**config.mk**
```make
export PLATFORM = sky130hd
export DESIGN_NAME = uart_block_responder
export DESIGN_NICKNAME = d
export VERILOG_FILES = /design/src/rtl/uart_block_responder.sv
export SDC_FILE = /design/constraint.sdc
export NUM_CORES = 1
export LEC_CHECK = 0
export ABC_AREA = 1
export CORE_ASPECT_RATIO = 0.75
export CORE_UTILIZATION = 60
export DETAILED_ROUTE_END_ITERATION = 8
export GPL_TIMING_DRIVEN = 0
export PLACE_DENSITY = 0.78
export SLEW_MARGIN = 10
export SYNTH_ARGS = -nofsm -noshare
export SYNTH_HDL_FRONTEND = slang
export SYNTH_SLANG_ARGS = --single-unit
export TNS_END_PERCENT = 20
```
**constraint.sdc**
```tcl
create_clock -name clk -period 3.49 [get_ports clk]
set_input_delay 0.698 -clock clk [delete_from_list [all_inputs] [get_ports clk]]
set_output_delay 0.698 -clock clk [all_outputs]
set_load 0.01 [all_outputs]
```
**src/rtl/uart_block_responder.sv**
```systemverilog
// Collects a block of bytes from the UART RX FIFO, returns each byte inverted,
// then returns the mod-256 sum of the received block.
module uart_block_responder #(
    parameter int unsigned BLK   = 32,
    parameter int unsigned IDX_W = 5
) (
    input  logic       clk,
    input  logic       reset,
    input  logic       rx_empty,
    input  logic [7:0] r_data,
    output logic       rd_uart,
    input  logic       tx_full,
    output logic       wr_uart,
    output logic [7:0] w_data,
    output logic       busy,
    output logic [7:0] blk_cnt
);

    typedef enum logic [1:0] {StLoad, StSend, StChk} state_t;

    localparam logic [IDX_W-1:0] LastIdx = IDX_W'(BLK - 1);

    state_t           state_q, state_d;
    logic [IDX_W-1:0] idx_q, idx_d;
    logic [7:0]       sum_q, sum_d;
    logic [7:0]       cnt_q, cnt_d;
    logic             run_q;
    logic [7:0]       blk_buf [BLK];

    always_ff @(posedge clk or posedge reset) begin
        if (reset) begin
            state_q <= StLoad;
            idx_q   <= '0;
            sum_q   <= '0;
            cnt_q   <= '0;
            run_q   <= 1'b0;
        end else begin
            state_q <= state_d;
            idx_q   <= idx_d;
            sum_q   <= sum_d;
            cnt_q   <= cnt_d;
            run_q   <= 1'b1;
        end
    end

    // Block storage carries no reset; it is always overwritten before being read.
    always_ff @(posedge clk) begin
        if (rd_uart) begin
            blk_buf[idx_q] <= r_data;
        end
    end

    always_comb begin
        state_d = state_q;
        idx_d   = idx_q;
        sum_d   = sum_q;
        cnt_d   = cnt_q;
        rd_uart = 1'b0;
        wr_uart = 1'b0;
        w_data  = 8'h00;
        case (state_q)
            StLoad: begin
                // run_q keeps the first pop off until a clock edge has passed after reset
                rd_uart = run_q & ~rx_empty;
                if (rd_uart) begin
                    sum_d = sum_q + r_data;
                    if (idx_q == LastIdx) begin
                        idx_d   = '0;
                        state_d = StSend;
                    end else begin
                        idx_d = idx_q + 1'b1;
                    end
                end
            end
            StSend: begin
                wr_uart = ~tx_full;
                w_data  = ~blk_buf[idx_q];
                if (wr_uart) begin
                    if (idx_q == LastIdx) begin
                        idx_d   = '0;
                        state_d = StChk;
                    end else begin
                        idx_d = idx_q + 1'b1;
                    end
                end
            end
            StChk: begin
                wr_uart = ~tx_full;
                w_data  = sum_q;
                if (wr_uart) begin
                    state_d = StLoad;
                    sum_d   = '0;
                    cnt_d   = cnt_q + 1'b1;
                end
            end
            default: state_d = StLoad;
        endcase
    end

    assign busy    = (state_q != StLoad);
    assign blk_cnt = cnt_q;

endmodule
```
Word level (Yosys, flattened, before mapping)
Memory sizes are Yosys's and may differ from the RTL's.
Index checks and enable logic that the tools add are counted.
{ "totals": {"regBits": 24, "latch_bits": 0, "mem_bits_rw": 256, "romBits": 0, "in_bits": 12, "output_inout_bits": 19, "wordCells": 48, "memories": 1} }
{ "memory_table": {"columns": ["memory", "depth", "word_bits", "read_ports", "rd_ports_with_merged_regs", "write_ports", "line", "source"], "rows": [
  ["blk_buf", 32, 8, 1, 0, 1, "28", "logic [7:0] blk_buf [BLK];"]
]} }
{ "op_classes": {"addsub": 3, "multipliers": 0, "div_mod_pow": 0, "magnitude_cmp": 0, "eq_ne": 8, "n_shift": 0, "n_mux": 18, "bitwise_logic": 4, "n_reduce_logical": 9} }
{ "op_table": {"columns": ["operator", "count"], "rows": [
  ["one-hot mux 8 bit (2 select lines)", 2],
  ["2-to-1 mux 8 bit", 2],
  ["2-to-1 mux 5 bit", 3],
  ["2-to-1 mux 2 bit", 5],
  ["inequality test 2 bit, second input constant", 5],
  ["one-hot mux 5 bit (2 select lines)", 1],
  ["adder 8 x 1 -> 8 bit, second input constant", 1],
  ["adder 8 bit", 1],
  ["NOT 8 bit", 1],
  ["one-hot mux 2 bit (3 select lines)", 1],
  ["AND reduction 3 bit", 2],
  ["nonzero test 2 bit", 3],
  ["adder 5 x 1 -> 5 bit, second input constant", 1],
  ["== test 5 bit, second input constant", 1],
  ["AND reduction 5 bit", 1],
  ["2-to-1 mux 1 bit", 4],
  ["== test 2 x 1 -> 1 bit, second input constant", 1],
  ["== test 2 bit, second input constant", 1],
  ["logical NOT 2 bit", 1],
  ["NOT 1 bit", 2],
  ["AND reduction 2 bit", 1],
  ["OR reduction 2 bit", 1],
  ["AND 1 bit", 1]
]} }

Logic depth before layout (Yosys ltp)
Gate-level depths: netlist (run 1).
{ "logic_depth": {"depth_word": 5, "ltp_mapped": 12, "depth_no_buf": 10} }

Least setup slack after synthesis (run 1)
Ideal clock, no wire load.
{ "synth_path": {"kind": "flip-flop to output port", "from": "register idx_q[0]", "to": "output port w_data[4]", "arrival_ns": 1.439, "required_time_ns": 2.792, "slack_ns": 1.353, "path_stages_with_launch": 11, "n_path_buf": 3, "path_cell_list": "dfrtp_1 > buf_4 > buf_6 > buf_2 > nand2_1 > nand3_1 > nand3_1 > nand2_1 > nor2_1 > nand3_1 > a21oi_1"} }
{ "synth_via": {"elab_chain_len": 3} }
{ "synth_lines": {"columns": ["element", "line", "source"], "rows": [
  ["from (decl)", "24", "logic [IDX_W-1:0] idx_q, idx_d;"],
  ["from (signal assigned)", "39", "idx_q <= idx_d;"],
  ["memory (32 x 8 bit)", null, null],
  ["NOT 8 bit", "77", "w_data = ~blk_buf[idx_q];"],
  ["one-hot mux 8 bit (2 select lines)", "61", "case (state_q)"],
  ["to (decl)", "14", "output logic [7:0] w_data,"]
]} }
Every way passes these cells.

Final worst setup path (run 1)
{ "layout_path": {"from": "register idx_q[0]", "to": "output port w_data[7]"} }
Same word-level chain as after synthesis.

==> impl_metrics.tcl, run 1 <==
set metrics [dict create \
    outcome "finished with violations" \
    failed_checks "setup timing" \
    finalHoldViolCount 0 \
    synth_top_area_share_pct 62.2 \
    area_growth_pct 12.8 \
    core_mm2 0.0202 \
    p_per_area_mw_per_mm2 777 \
    die_x_um 168 \
    synthesis.area_mm2 0.0124 \
    use_met1_pct 44.2 \
    fmax_mhz 281 \
    skew_ps 9.96 \
    fillers 1438 \
    relSlewSlack_pct 33.3 \
    synth_top_family_by_area "simple AND/OR/NAND/NOR gates" \
    cts_buffer_depth 3 \
    grt_first_pass_wirelength_mm 45.8 \
    grt_overflow 0 \
    ys_warn_count 0 \
    placed_cells 1489 \
    die_h_um 126 \
    critPathArrivalTime_ps 2860 \
    top_usage_layer "met1" \
    drt_iter0_markers 1100 \
    synth-compound-area-share_pct 4.20 \
    yosysUniqueCellTypes 32 \
    viasPerCell 5.67 \
    syn_inst 1201 \
    dp_hpwl_mm 20.2 \
    syn-num-nets 1230 \
    path_clk_slew_ps 70 \
    die-area_mm2 0.0212 \
    rows 45 \
    synth_edf_count 256 \
    yosys.cell_count.top_type "nand2_1" \
    rr_worst_depth 7 \
    cts_setup_buffers 0 \
    dp_slack_ps 189 \
    port-buffer-count 30 \
    wl_per_cell_um 20.0 \
    path_cells "buf_6 -> inv_4 -> buf_4 -> nand2_1 -> nand3_1 -> nand2_1 -> nand2_1 -> nand3_1 -> nor2_1 -> nand2_1 -> a21oi_1 -> clkdlybuf4s50_1" \
    yosysTopAreaCell "edfxtp_1" \
    worst_slew_pin_slew_ps 999 \
    leakage_uw 0.00579 \
    start_util_pct 61.1 \
    synth_ff_type "edfxtp_1" \
    period_needed_ps 3550 \
    cp.required_ps 2790 \
    synth-simple-area-share_pct 20.0 \
    crit_slowest_cell "clkdlybuf4s50_1" \
    gp_congestion 0.966 \
    antenna_found_initial 0 \
    cpMostUsedCell "nand2_1" \
    final_util_pct 68.9 \
    grt_max_degree 35 \
    drive_gt1_share_pct 7.98 \
    critPathCaptureType "primary output" \
    hold_class "reg -> reg" \
    cts_max_level 1 \
    cts_tree "done" \
    ys_ff_latch 280 \
    rsz0062_at_grt "yes" \
    tns_ps -64.4 \
    netlist_top_cells_area "edfxtp_1, nand2_1, dfrtp_1" \
    numCtsBuffers 26 \
    clk_latency_ps 540 \
    yosys-top-cells-count "nand2_1, edfxtp_1, nor2_1" \
    fin_crit_sh_pct 102 \
    routed_wl_mm 30.8 \
    setup_viol 1 \
    cts_root_buf "clkbuf_16" \
    stdcell_count 1536 \
    grtUsageMet2_pct 42.5 \
    use_met3_pct 6.60 \
    finalMaxSlewViolations 0 \
    synth_seq_area_share_pct 67.1 \
    fin_ws_ps -64.4 \
    synth-xor-area-share_pct 0.638 \
    dr.pass1.iters 5 \
    grtUsageTotal_pct 29.5 \
    pin_count 31 \
    path_max_fanout 10 \
    async_flop_share_pct 8.57 \
    slowest_delay_ps 550 \
    drc 0 \
    hold_depth 1 \
    cap_violations 0 \
    synth_area_per_cell_um2 10.3 \
    ir_drop_uv 421 \
    nets 1288 \
    synth_mux_area_share_pct 0 \
    cts.sinks 280 \
    grt_pass1_vias 8134 \
    start_kind "register" \
    insertedDiodeCount 0 \
    detail-route-antenna-nets 0 \
    num_vias 8715 \
    synth_fa_ha_area_share_pct 1.78 \
    worstSetupPathType "reg -> out" \
]
[flip-flops by register name, summed over array words and instances (netlist names)]
register,flops
idx_q,5
state_q,2
sum_q,8
blk_buf,256
blk_cnt,8
run_q,1
[placed cells by master, fill, tap and decap left out, types with 3 or more instances in the layout]
| cell type | n |
|---|---|
| nand2_1 | 378 |
| edfxtp_1 | 256 |
| nor2_1 | 139 |
| inv_1 | 127 |
| nand3_1 | 82 |
| o21ai_0 | 42 |
| o21ai_1 | 31 |
| clkbuf_16 | 30 |
| dfrtp_1 | 24 |
| buf_2 | 22 |
| a21oi_1 | 20 |
| ha_1 | 16 |
| clkdlybuf4s50_1 | 15 |
| buf_4 | 13 |
| buf_6 | 10 |
| clkbuf_1 | 7 |
| xor2_1 | 7 |
| clkbuf_2 | 7 |
| nor3_2 | 6 |
| dlymetal6s2s_1 | 5 |
| nor3_1 | 4 |
| clkinv_1 | 4 |
| inv_2 | 3 |
| a22o_1 | 3 |
| clkbuf_8 | 3 |
| bufinv_16 | 3 |
[critical path, delay by kind of cell (launching register included)]
kind / cells / cell delay [ps]
buffers and inverters: 4 / 1100
AOI/OAI and AO/OA: 1 / 130
DFF: 1 / 410
and+or+nand+nor: 7 / 660
[cell families after synthesis]
| logic type | Yosys count |
|---|---|
| compound gates | 100 |
| xor+xnor | 9 |
| fa+ha+maj | 17 |
| buf+inv | 180 |
| flops | 280 |
| other cells | 1 |
| simple gates | 614 |
[through the flow]
stage | power, uW | cell area, um^2 | hold slack, ps
2_1_floorplan | 6330 | 12400 | 478
3_3_place_gp | 7560 | 13000 | 459
3_5_place_dp | 7670 | 12900 | 493
4_1_cts | 10700 | 13900 | 509
5_1_grt | 11300 | 13900 | 535
6_report | 10800 | 13900 | 501
[timing repair]
item / in CTS / in global routing
setup endpoints to repair: 8 / 6
hold buffers: 0 / 0
hold endpoints to repair: 0 / 0
resized for setup: 23 / 8
[power by group]
group / switching [uW] / leakage, uW / total [uW] / internal, uW
clock: 1210 / 0.000456 / 3040 / 1830
sequential: 118 / 0.00260 / 3930 / 3820
combinational: 2650 / 0.00273 / 3850 / 1200
[routing by layer]
layer / wire length (um) / up-vias
li1: - / 4054
met1: 12900 / 4092
met2: 13000 / 482
met3: 3770 / 87
met4: 1050 / 0
met5: 0 / -
[final timing paths]
check                           start             to  slack, ps
setup / recovery             idx_q[0]      w_data[7]        -60
hold / removal             blk_cnt[6]     blk_cnt[6]        500
setup reg to reg             idx_q[0]  blk_buf[0][1]        780
hold reg to reg            blk_cnt[6]     blk_cnt[6]        500
max in group asynchronous       reset       sum_q[6]       2180
min in group asynchronous       reset          run_q        700
[final cells by class]
| type | count | area, um^2 | share of cell area (%) |
|---|---|---|---|
| inverters | 132 | 498 | 3.57 |
| well taps | 258 | 323 | 2.32 |
| multi-input cells | 741 | 3290 | 23.6 |
| flip-flops and latches | 280 | 8290 | 59.5 |
| plain buffers | 48 | 334 | 2.40 |
| clock inverters | 9 | 120 | 0.862 |
| clock buffers | 38 | 811 | 5.82 |
| repair buffers | 30 | 270 | 1.94 |
(Power assumes the default switching activity.)
==> inputs of run 2 (changes only) <==
==> constraint.sdc (replaced) <==
create_clock -name clk -period 3.49 [get_ports clk]
set_input_delay 0.5235 -clock clk [delete_from_list [all_inputs] [get_ports clk]]
set_output_delay 0.5235 -clock clk [all_outputs]
set_load 0.01 [all_outputs]
==> run 2 against run 1 <==
  * The flow now finishes without violations
  * Maximum frequency grew 3.1%
  * First-iteration DRC count shrank 1.4%
  * Setup slack gained 110 ps
  * Sequential power is essentially flat
  * Clock skew is essentially flat
  * Cell area is essentially flat
  * Largest power group unchanged
  * Highest routed layer unchanged
==> impl_metrics.tcl, run 2 (synthesis results as in run 1) <==
set metrics [dict create \
    outcome "completed" \
    final_util_pct 68.9 \
    rows 45 \
    wl_met3_mm 3.90 \
    rr_worst_depth 7 \
    antenna_found_initial 0 \
    layout_common_cells "nand2_1, edfxtp_1, nor2_1" \
    dr_wl_met2_mm 13.3 \
    numCtsBuffers 26 \
    dp_hpwl_mm 20.2 \
    dr.max_layer_used "met4" \
    num_vias 8768 \
    layout_commonest_cell "nand2_1" \
    gp_congestion 0.966 \
    path_clk_slew_ps 70 \
    wl_met1_mm 12.8 \
    die_h_um 126 \
    area_growth_pct 12.7 \
    dr.pass1.iters 5 \
    relSlewSlack_pct 31.4 \
    hold_depth 1 \
    detail-route-antenna-nets 0 \
    viasPerCell 5.71 \
    drt_iter0_markers 1085 \
    nets 1288 \
    grt_max_degree 35 \
    die_x_um 168 \
    power_uw 10800 \
    cap_violations 0 \
    insertedDiodeCount 0 \
    start_util_pct 61.1 \
    start_kind "register" \
    setup_viol 0 \
    die-area_mm2 0.0212 \
    wl_per_cell_um 20.1 \
    largest_register_ffs 256 \
    hold_class "reg -> reg" \
    fillers 1445 \
    largest-register "blk_buf" \
    cts_max_level 1 \
    cts_setup_buffers 0 \
    worst_slew_pin_slew_ps 1030 \
    place_area_mm2 0.0129 \
    ir_drop_uv 422 \
    cp.required_ps 2970 \
    period_needed_ps 3450 \
    routed_wl_mm 30.9 \
    hold-worst-slack_ps 502 \
    grtUsageTotal_pct 29.4 \
    drc 0 \
    grt_pass1_vias 8130 \
    fmax_mhz 290 \
    critPathArrivalTime_ps 2920 \
    clk_latency_ps 530 \
    cts.sinks 280 \
    grt_overflow 0 \
    leakage_uw 0.00575 \
    skew_ps 9.60 \
    worstSetupPathType "reg -> out" \
    fin_crit_sh_pct 98.8 \
    cts_root_buf "clkbuf_16" \
    drive_gt1_share_pct 8.06 \
    cts_buffer_depth 3 \
    port-buffer-count 30 \
    pin_count 31 \
    grt_first_pass_wirelength_mm 45.8 \
    finalHoldViolCount 0 \
    core_mm2 0.0202 \
    p_per_area_mw_per_mm2 779 \
    cts_tree "done" \
    critPathCaptureType "primary output" \
    finalMaxSlewViolations 0 \
    design_area_mm2 0.0139 \
    path_max_fanout 10 \
]
-- run 2: cell types whose count changed in the layout (fill, tap and decap cells not counted), sizes merged --
cell,delta
buf,-4
clkdlybuf4s50,+4
clkbuf,+4
dlymetal6s2s,-2
dlygate4sd2,-2
-- run 2: where the power goes --
part	switching, uW	internal [uW]	total, uW
sequential	120	3820	3940
clock	1210	1830	3040
combinational	2660	1210	3860
-- run 2: worst paths after layout --
kind | slack, ps | to | start
worst min register to register | 500 | blk_cnt[6] | blk_cnt[6]
worst min-delay path | 500 | blk_cnt[6] | blk_cnt[6]
worst max register to register | 800 | blk_buf[8][7] | idx_q[0]
max in group asynchronous | 2330 | sum_q[5] | reset
worst max-delay path | 40 | w_data[5] | idx_q[1]
min in group asynchronous | 540 | state_q[1] | reset
-- run 2: per-layer routing --
metal / vias to the layer above / GRT usage (%)
met4: 0 / 10.4
met5: - / 0
met2: 568 / 42.6
met1: 4067 / 44.3
met3: 79 / 6.38
li1: 4054 / -
-- run 2: cell type report --
type	count	area, um^2	share of cell area, %
plain buffers	48	329	2.36
clock buffers	38	811	5.82
clock inverters	9	120	0.863
inverters	132	498	3.58
multi-input cells	741	3290	23.6
flip-flops and latches	280	8290	59.5
well taps	258	323	2.32
repair buffers	30	268	1.92
-- run 2: metrics by stage --
step	std cells	setup TNS (ps)	setup WS [ps]
5_1_grt	1536	-55.4	-55.4
3_3_place_gp	1489	0	113
2_1_floorplan	1201	0	1530
4_1_cts	1536	0	0.833
3_5_place_dp	1489	0	364
6_report	1536	0	43.5
-- run 2: timing repair --
| item | CTS | global route |
|---|---|---|
| gates cloned | 0 | 0 |
| gates resized for setup | 6 | 27 |
| hold buffers | 0 | 0 |
| setup endpoints to repair | 6 | 8 |
-- run 2: worst max-delay path, cell delays in order (launching register included) --
cell and delay [ps]:
dfrtp_1 380, clkbuf_4 240, inv_2 120, buf_2 250
nand3_1 130, nand2_1 120, nand2_1 80, nand3_1 90
nor2_1 110, nand2_1 90, a21oi_1 170, clkdlybuf4s50_1 590
==> inputs of run 3 (changes only) <==
SLEW_MARGIN = 20   (was 10)
==> run 3 against run 2 <==
  * Worst hold slack lost 290 ps
  * Wire length is essentially flat
  * Sequential share of layout area grew 0.23 points
  * Global-route usage is essentially flat
  * Total power shrank 2.2%
  * Maximum frequency shrank 0.40%
  * Die area is the same
  * Sequential cell count is the same
  * Clock-buffer cell count is the same
  * Setup slack lost 14 ps
  * Combinational power is essentially flat
  * Via count grew 0.68%
  * Largest power group unchanged
  * Highest routed layer unchanged
==> impl_metrics.tcl, run 3 (synthesis results as in run 1) <==
set metrics [dict create \
    finalMaxSlewViolations 0 \
    critPathCaptureType "primary output" \
    place_area_mm2 0.0130 \
    grt_max_degree 35 \
    drc 0 \
    detail-route-antenna-nets 0 \
    grt_first_pass_wirelength_mm 45.7 \
    path_max_fanout 10 \
    nets 1290 \
    leakage_uw 0.00568 \
    fin_crit_sh_pct 99.2 \
    area_growth_pct 12.3 \
    finalHoldViolCount 0 \
    cts_tree "done" \
    largest_register_ffs 256 \
    cts_max_level 1 \
    worst_slew_pin_slew_ps 941 \
    num_vias 8828 \
    path_clk_slew_ps 70 \
    port-buffer-count 30 \
    drt_iter0_markers 1128 \
    numCtsBuffers 26 \
    relSlewSlack_pct 37.0 \
    dp_hpwl_mm 20.2 \
    wl_per_cell_um 20.1 \
    grt_overflow 0 \
    setup_viol 0 \
    die_x_um 168 \
    pin_count 31 \
    final_util_pct 68.6 \
    dr.pass1.iters 6 \
    fmax_mhz 289 \
    largest-register "blk_buf" \
    outcome "completed" \
    cts_buffer_depth 3 \
    drive_gt1_share_pct 8.20 \
    viasPerCell 5.74 \
    cap_violations 0 \
    hold-worst-slack_ps 210 \
    design_area_mm2 0.0139 \
    cp.required_ps 2970 \
    grt_pass1_vias 8171 \
    hold_class "in -> async" \
    period_needed_ps 3460 \
    die-area_mm2 0.0212 \
    clk_latency_ps 540 \
    cts_root_buf "clkbuf_16" \
    critPathArrivalTime_ps 2940 \
    ir_drop_uv 447 \
    rsz0062_at_grt "yes" \
    start_kind "register" \
    placed_cells 1490 \
    cts.sinks 280 \
    p_per_area_mw_per_mm2 764 \
    insertedDiodeCount 0 \
    core_mm2 0.0202 \
    gp_congestion 0.966 \
    grtUsageTotal_pct 29.5 \
    start_util_pct 61.1 \
    stdcell_count 1538 \
    layout_commonest_cell "nand2_1" \
    antenna_found_initial 0 \
    worstSetupPathType "reg -> out" \
    die_h_um 126 \
    routed_wl_mm 30.8 \
    skew_ps 20.5 \
    layout_common_cells "nand2_1, edfxtp_1, nor2_1" \
    rows 45 \
    rr_worst_depth 6 \
]
run 3: cell count changes in the layout (fill, tap and decap cells not counted), moves of 2 or more:
cell,change
clkdlybuf4s50_1,+2
clkinv_2,+3
buf_4,-4
dlymetal6s2s_1,-2
clkbuf_16,-3
clkbuf_4,+6
bufinv_16,-2
clkbuf_8,+2
run 3: worst max-delay path, stage by stage (launching register included):
cell and delay (ps):
dfrtp_1 390, clkbuf_4 240, buf_4 230, clkbuf_4 280
nand3_1 120, nand2_1 90, a21oi_1 50, nor2_1 140
nand3_1 150, a21oi_1 160, clkdlybuf4s50_1 550
run 3: path summary, 6_finish.rpt:
kind / startpoint / endpoint / slack (ps)
min: reset / blk_cnt[6] / 210
max: idx_q[1] / w_data[2] / 30
min in group clk: r_data[5] / blk_buf[24][5] / 260
max in group asynchronous: reset / sum_q[4] / 2900
min reg2reg: blk_cnt[4] / blk_cnt[4] / 520
max reg2reg: idx_q[1] / blk_buf[0][2] / 790
run 3: routing by layer:
metal  up-vias  GRT usage [%]  share of wire (%)
li1       4062              -                  -
met1      4141           44.2                 42
met2       527           42.6                 42
met3        98           5.69                 12
met4         0           11.9                3.8
met5         -              0                  0
run 3: stage by stage:
step,setup slack (ps),setup TNS [ps],total power (uW)
after floorplan,1530,0,6330
after global placement,113,0,7560
after detailed placement,527,0,7660
after CTS,8.87,0,10400
after global routing,-41.0,-45.7,11000
final,29.5,0,10600
run 3: cell type report:
class / count / area (um^2)
well taps: 258 / 323
inverters: 132 / 498
repair buffers: 32 / 310
clock buffers: 38 / 767
clock inverters: 9 / 70.1
fillers: 1464 / 6340
multi-input cells: 741 / 3290
plain buffers: 48 / 328
flip-flops and latches: 280 / 8290
run 3: repair_timing:
action	CTS	global route
setup buffers	0	0
resized for setup	4	24
hold buffers	0	0
endpoints found under the setup margin	6	8
run 3: power breakdown:
group | total (uW) | switching (uW) | internal (uW)
clock | 2800 | 1210 | 1590
sequential | 3930 | 119 | 3820
combinational | 3860 | 2660 | 1210
